--- config.mk ---
export PLATFORM = sky130hd
export DESIGN_NAME = dot_product_sequencer
export DESIGN_NICKNAME = d
export VERILOG_FILES = /design/src/rtl/dot_product_sequencer_pkg.sv /design/src/rtl/dot_product_sequencer_chunk_zero_mask.sv /design/src/rtl/dot_product_sequencer.sv
export SDC_FILE = /design/constraint.sdc
export NUM_CORES = 1
export LEC_CHECK = 0
export CAP_MARGIN = 0
export CORE_AREA = 10 10 449 451
export DETAILED_ROUTE_END_ITERATION = 6
export DIE_AREA = 0 0 459 461
export GPL_TIMING_DRIVEN = 0
export PLACE_DENSITY = 0.32
export SLEW_MARGIN = 30
export SYNTH_ARGS = -nofsm -noshare
export SYNTH_HDL_FRONTEND = slang
export SYNTH_SLANG_ARGS = --single-unit
export TNS_END_PERCENT = 1
--- constraint.sdc ---
create_clock -name clk -period 4.85 [get_ports clk]
set_input_delay 0.7275 -clock clk [delete_from_list [all_inputs] [get_ports clk]]
set_output_delay 0.7275 -clock clk [all_outputs]
set_load 0.05 [all_outputs]
--- src/rtl/dot_product_sequencer_pkg.sv ---
// Shared definitions for the dot-product sequencer: FSM states and width helpers.
package dot_product_sequencer_pkg;

   typedef enum logic [2:0] {
      ST_IDLE,
      ST_FETCH,
      ST_LOAD,
      ST_FEED,
      ST_DRAIN
   } state_t;

   // Width able to hold the chunk count of the longest legal vector, inclusive.
   function automatic int unsigned chunk_cnt_width(input int unsigned max_total,
                                                   input int unsigned units);
      return $clog2((max_total + units - 1) / units + 1);
   endfunction

   // Width of the partial-chunk remainder (at least one bit).
   function automatic int unsigned rem_width(input int unsigned units);
      return (units > 1) ? $clog2(units) : 1;
   endfunction

endpackage

--- src/rtl/dot_product_sequencer_chunk_zero_mask.sv ---
// Lane enable for a chunk: on the last chunk of a vector whose length is not a
// multiple of the lane count, lanes at or above the remainder are disabled.
module chunk_zero_mask
   import dot_product_sequencer_pkg::*;
#(
   parameter int unsigned no_of_units = 8,
   parameter int unsigned rem_w       = rem_width(no_of_units)
) (
   input  logic [rem_w-1:0]       i_rem,
   input  logic                   i_last,
   output logic [no_of_units-1:0] o_lane_en
);

   // Disable the padding lanes of a partial final chunk.
   always_comb begin
      o_lane_en = '1;
      for (int unsigned i = 0; i < no_of_units; i++) begin
         if (i_last && (i_rem != '0) && (i >= 32'(i_rem))) begin
            o_lane_en[i] = 1'b0;
         end
      end
   end

endmodule

--- src/rtl/dot_product_sequencer.sv ---
// Sequencer that fetches both operand vectors chunk by chunk from the operand
// RAMs, feeds them to the dot-product unit and captures the scalar result.
module dot_product_sequencer
   import dot_product_sequencer_pkg::*;
#(
   parameter int unsigned element_width = 32,
   parameter int unsigned no_of_units   = 8,
   parameter int unsigned addr_width    = 10,
   parameter int unsigned max_total     = 256
) (
   input  logic                                  clk,
   input  logic                                  reset,
   input  logic                                  start,
   input  logic [31:0]                           total,
   input  logic [addr_width-1:0]                 base_addr_a,
   input  logic [addr_width-1:0]                 base_addr_b,
   output logic                                  mem_rd_en,
   output logic [addr_width-1:0]                 mem_addr_a,
   output logic [addr_width-1:0]                 mem_addr_b,
   input  logic [element_width*no_of_units-1:0]  mem_data_a,
   input  logic [element_width*no_of_units-1:0]  mem_data_b,
   output logic [element_width*no_of_units-1:0]  dp_first_row,
   output logic [element_width*no_of_units-1:0]  dp_second_row,
   output logic                                  dp_read_now,
   input  logic                                  dp_ready,
   input  logic                                  dp_finish,
   input  logic [element_width-1:0]              dp_result,
   output logic [element_width-1:0]              result,
   output logic                                  busy,
   output logic                                  done,
   output logic                                  error
);

   localparam int unsigned DW = element_width * no_of_units;
   localparam int unsigned CW = chunk_cnt_width(max_total, no_of_units);
   localparam int unsigned RW = rem_width(no_of_units);

   state_t                  r_state;
   logic [CW-1:0]           r_k;
   logic [CW-1:0]           r_nchunks;
   logic [RW-1:0]           r_rem;
   logic [addr_width-1:0]   r_base_a;
   logic [addr_width-1:0]   r_base_b;
   logic [addr_width-1:0]   r_addr_a;
   logic [addr_width-1:0]   r_addr_b;
   logic                    r_rd_en;
   logic [DW-1:0]           r_first;
   logic [DW-1:0]           r_second;
   logic [element_width-1:0] r_result;
   logic                    r_busy;
   logic                    r_done;
   logic                    r_error;

   logic [31:0]             w_total_rounded;
   logic [CW-1:0]           w_nchunks;
   logic [RW-1:0]           w_rem;
   logic [CW-1:0]           w_k_next;
   logic                    w_last;
   logic [no_of_units-1:0]  w_lane_en;
   logic [DW-1:0]           w_first_masked;
   logic [DW-1:0]           w_second_masked;

   // Chunk count and remainder of the requested length; only latched when legal.
   assign w_total_rounded = total + 32'(no_of_units - 1);
   assign w_nchunks       = CW'(w_total_rounded / 32'(no_of_units));
   assign w_rem           = RW'(total % 32'(no_of_units));
   assign w_k_next        = r_k + CW'(1);
   assign w_last          = (r_k == r_nchunks - CW'(1));

   chunk_zero_mask #(
      .no_of_units (no_of_units),
      .rem_w       (RW)
   ) u_mask (
      .i_rem     (r_rem),
      .i_last    (w_last),
      .o_lane_en (w_lane_en)
   );

   // Apply the lane enable to both incoming RAM words.
   always_comb begin
      w_first_masked  = '0;
      w_second_masked = '0;
      for (int unsigned i = 0; i < no_of_units; i++) begin
         if (w_lane_en[i]) begin
            w_first_masked[i*element_width +: element_width]  = mem_data_a[i*element_width +: element_width];
            w_second_masked[i*element_width +: element_width] = mem_data_b[i*element_width +: element_width];
         end
      end
   end

   // Job FSM: accept/reject start, fetch, load, feed each chunk, then await the result.
   always_ff @(posedge clk or negedge reset) begin
      if (!reset) begin
         r_state   <= ST_IDLE;
         r_k       <= '0;
         r_nchunks <= '0;
         r_rem     <= '0;
         r_base_a  <= '0;
         r_base_b  <= '0;
         r_addr_a  <= '0;
         r_addr_b  <= '0;
         r_rd_en   <= 1'b0;
         r_first   <= '0;
         r_second  <= '0;
         r_result  <= '0;
         r_busy    <= 1'b0;
         r_done    <= 1'b0;
         r_error   <= 1'b0;
      end else begin
         r_done  <= 1'b0;
         r_error <= 1'b0;
         r_rd_en <= 1'b0;
         unique case (r_state)
            ST_IDLE: begin
               if (start) begin
                  if (total == '0) begin
                     r_result <= '0;
                     r_done   <= 1'b1;
                  end else if (total > 32'(max_total)) begin
                     r_error <= 1'b1;
                  end else begin
                     r_nchunks <= w_nchunks;
                     r_rem     <= w_rem;
                     r_base_a  <= base_addr_a;
                     r_base_b  <= base_addr_b;
                     r_k       <= '0;
                     r_addr_a  <= base_addr_a;
                     r_addr_b  <= base_addr_b;
                     r_rd_en   <= 1'b1;
                     r_busy    <= 1'b1;
                     r_state   <= ST_FETCH;
                  end
               end
            end
            ST_FETCH: r_state <= ST_LOAD;
            ST_LOAD: begin
               r_first  <= w_first_masked;
               r_second <= w_second_masked;
               r_state  <= ST_FEED;
            end
            ST_FEED: begin
               if (dp_ready) begin
                  r_k <= w_k_next;
                  if (w_k_next == r_nchunks) begin
                     r_state <= ST_DRAIN;
                  end else begin
                     // Address for the next fetch is issued together with entry to FETCH.
                     r_addr_a <= r_base_a + addr_width'(w_k_next);
                     r_addr_b <= r_base_b + addr_width'(w_k_next);
                     r_rd_en  <= 1'b1;
                     r_state  <= ST_FETCH;
                  end
               end
            end
            ST_DRAIN: begin
               if (dp_finish) begin
                  r_result <= dp_result;
                  r_done   <= 1'b1;
                  r_busy   <= 1'b0;
                  r_state  <= ST_IDLE;
               end
            end
            default: r_state <= ST_IDLE;
         endcase
      end
   end

   // The chunk strobe follows dp_ready within the FEED cycle so a chunk costs three cycles.
   assign dp_read_now   = (r_state == ST_FEED) && dp_ready;

   assign mem_rd_en     = r_rd_en;
   assign mem_addr_a    = r_addr_a;
   assign mem_addr_b    = r_addr_b;
   assign dp_first_row  = r_first;
   assign dp_second_row = r_second;
   assign result        = r_result;
   assign busy          = r_busy;
   assign done          = r_done;
   assign error         = r_error;

endmodule

==> results.rst <==
.. list-table::
   :header-rows: 1

   * - Metric
     - Value
   * - Top cell types by occurrence after synthesis
     - 1133 x nand2_1, 606 x dfrtp_1, 385 x a21oi_1, 138 x clkbuf_1, 97 x o21ai_0
   * - I/O pin cnt
     - 1170
   * - Overall global routing resource usage
     - 15.5%
   * - Max-cap violations
     - 0
   * - Total half-perimeter wirelength after legalization and detailed placement
     - 139000 um
   * - Cell taking the most area after synthesis
     - dfrtp_1
   * - RSZ-0062 raised after global routing
     - false
   * - Count of flip-flops with a built-in enable after synthesis
     - 0
   * - Chip width
     - 459 um
   * - Total Wirelength
     - 171000 um
   * - Post-DR wirelength/cell
     - 26.2 um
   * - Number of remaining DRC errors
     - 0
   * - Placement row count
     - 161
   * - Post-synth top area share
     - 61.1%
   * - Synthesized netlist net count
     - 3279
   * - Reg2Reg Depth
     - 10
   * - Pins over their slew limit
     - 0
   * - CTS clk-pin slew, worst paths
     - 60 ps
   * - Achievable frequency
     - 257 MHz
   * - Worst-case vdd ir drop
     - 279 uV
   * - Register cell area after layout
     - 15200 um2
   * - Cells after synthesis
     - 2662
   * - Drt initial violations
     - 1067
   * - Mapped Area
     - 24800 um2
   * - Largest net degree at the start of global routing
     - 103
   * - Hold crit path type
     - reg -> reg
   * - Status
     - complete, no violations
   * - Post-route setup TNS
     - 0 ps
   * - Hold Fails Final Rpt
     - 0
   * - Post-CTS repair timing setup buffer count
     - 0
   * - Clock H-tree levels
     - 3
   * - Vias in the first global route
     - 25800
   * - Buffers on Ports
     - 1169
   * - Clock buffer count from CTS
     - 86
   * - First-pass GRT wire length
     - 229000 um
   * - Hold-critical path depth
     - 2
   * - Cell with the most instances after synthesis
     - nand2_1
   * - Sum of overflow across all layers after global routing
     - 0
   * - Startpoint type of the worst setup path
     - flip-flop
   * - Share of the cycle needed by the critical path after routing
     - 80.2%
   * - Fraction of the yosys area taken by sequential cells
     - 61.1%
   * - Area growth from synthesis to layout
     - 72.9%
   * - Via-to-Cell Ratio
     - 3.71
   * - P_leak
     - 0.0181 uW
   * - Class of the most critical setup path
     - reg -> out
   * - Power consumption
     - 36500 uW
   * - Clock Tree Root
     - clkbuf_16
   * - Top flip-flop cell by instance count after synthesis
     - dfrtp_1
   * - Count of endpoints failing setup in the final report
     - 0
   * - Least-Margin Pin Slew
     - 1010 ps
   * - Synthesized area per cell
     - 9.33 um2
   * - Count of TritonRoute iterations in the first routing pass
     - 5
   * - Number of clock sinks
     - 606
   * - Worst hold slack after final layout
     - 475 ps
   * - Clock latency reported for the late side of the worst-skew pair
     - 730 ps
   * - Die Y
     - 461 um
   * - CP Data Required Time
     - 4120 ps
   * - Number of nets with antenna violations after detailed routing
     - 0
   * - Relative slew slack
     - 32.4%
   * - Initial Util
     - 12.9%
   * - Post-layout nets
     - 4548
   * - Async set-or-reset flop fraction in the synthesized netlist
     - 100%
   * - Pwr dens
     - 850 nW/um2
   * - TritonCTS clock tree
     - yes
   * - Type of element capturing the critical path
     - output port
   * - Top area cells in the synthesized netlist
     - dfrtp_1 61%, nand2_1 17%, a21oi_1 7.8%, clkbuf_1 2.1%, o21ai_0 2.0%
   * - Worst-case clock skew
     - 42.4 ps
   * - Fillers
     - 21300
   * - Top fanout value on the critical path
     - 10
   * - Data arrival, critical path
     - 3160 ps
   * - Total Die Area
     - 212000 um2
   * - Synth cell types
     - 54
   * - Routability cong.
     - 0.814
   * - Total number of yosys warnings
     - 0
   * - Routed vias
     - 24300
   * - Placeable Area
     - 192000 um2
   * - Area of combinational cells with multiple inputs
     - 8720 um2
   * - Number of antenna violations at the first check in global routing
     - 79
   * - Fraction of layout instances using a drive strength above 1
     - 6.13%
   * - Post-synthesis sequential element count
     - 606
   * - Clock period minus final worst setup slack
     - 3890 ps
   * - Buffers from clock root to sink, at most
     - 3
layer usage:
metal	vias up	global-route usage [%]	wire, um
met4	72	6.19	6470
met3	261	7.39	17900
met1	11700	17.0	65300
met5	-	0	443
li1	11300	-	-
met2	948	25.8	81200
critical path: stages (launching register included):
cell and delay (ps):
dfrtp_1 360, clkbuf_1 190, nor2_2 570, nand2_1 240, inv_1 170, clkdlybuf4s50_1 900
repair_timing:
action	4_1_cts	5_1_grt
hold endpoints to repair	75	0
gates resized for setup	0	0
setup endpoints to repair	0	0
hold buffers	1	0
path summary, 6_finish.rpt:
| check | start | endpoint | slack, ps |
|---|---|---|---|
| min in group asynchronous | reset | result[29] | 560 |
| setup / recovery | r_state[2] | dp_read_now | 960 |
| setup reg to reg | r_nchunks[3] | dp_first_row[216] | 1380 |
| max in group asynchronous | reset | dp_second_row[202] | 2260 |
| hold reg to reg | dp_first_row[248] | dp_first_row[248] | 470 |
| hold / removal | dp_first_row[248] | dp_first_row[248] | 470 |
metrics by stage:
stage          std cells  area (um2)  worst slack [ps]  util, %
2_1_floorplan       2662       24800              2050        -
3_3_place_gp        6357       39700            -30450     20.7
3_5_place_dp        6368       40000               440     20.8
4_1_cts             6521       42900               747     22.3
5_1_grt             6529       42900               665     22.3
6_report            6543       42900               959     22.3
cell families (layout without fill, tap and decap cells):
family | Yosys count | count (layout) | synth area share [%]
and+or+nand+nor | 1200 | 1200 | 18.7
DFF | 606 | 606 | 61.1
AOI/OAI and AO/OA | 567 | 567 | 12.6
buffers and inverters | 202 | 1535 | 3.87
muxes | 43 | 43 | 1.95
xor gates and xnor gates | 28 | 28 | 0.987
adders and majority gates | 16 | 16 | 0.866
other | 0 | 22 | 0
registers in the layout (all words and copies together) (netlist names), 6 cells and up:
signal	cells
r_k	6
mem_addr_b	10
result	32
r_nchunks	6
dp_first_row	256
mem_addr_a	10
r_base_b	10
r_base_a	10
dp_second_row	256
placed cells by master, fill, tap and decap left out, drive strengths merged, types with 3 or more instances in the layout:
master	synthesis	layout
a211oi	4	4
nor3b	3	3
a21o	4	4
dfrtp	606	606
o211ai	4	4
inv	17	20
and3	5	5
mux2	43	43
or3	10	10
nand3	8	8
xnor2	14	14
a31oi	8	8
nand2	1133	1133
nor4	10	10
xor2	14	14
nor2	14	14
buf	47	60
bufinv	0	7
clkbuf	138	269
o21ai	98	98
nor3	7	7
diode	0	22
a22o	34	34
ha	14	14
clkinv	0	9
a21oi	395	395
o21a	3	3
clkdlybuf4s50	0	1167
cell type report:
class                           instances  area share [%]
Antenna cell                           22           0.128
Inverter                               17           0.149
Sequential cell                       606            35.3
Clock buffer                          131            5.92
Tap cell                             2526            7.36
Multi-Input combinational cell       1854            20.3
Clock inverter                         21           0.801
Buffer                                185            2.12
Timing Repair Buffer                 1181            27.9
power breakdown:
part,internal (uW),switching [uW]
combinational,6190,14900
clock,3980,2710
sequential,7380,1340
total,17600,18900
Note: power is estimated with default switching activity, not from simulation.
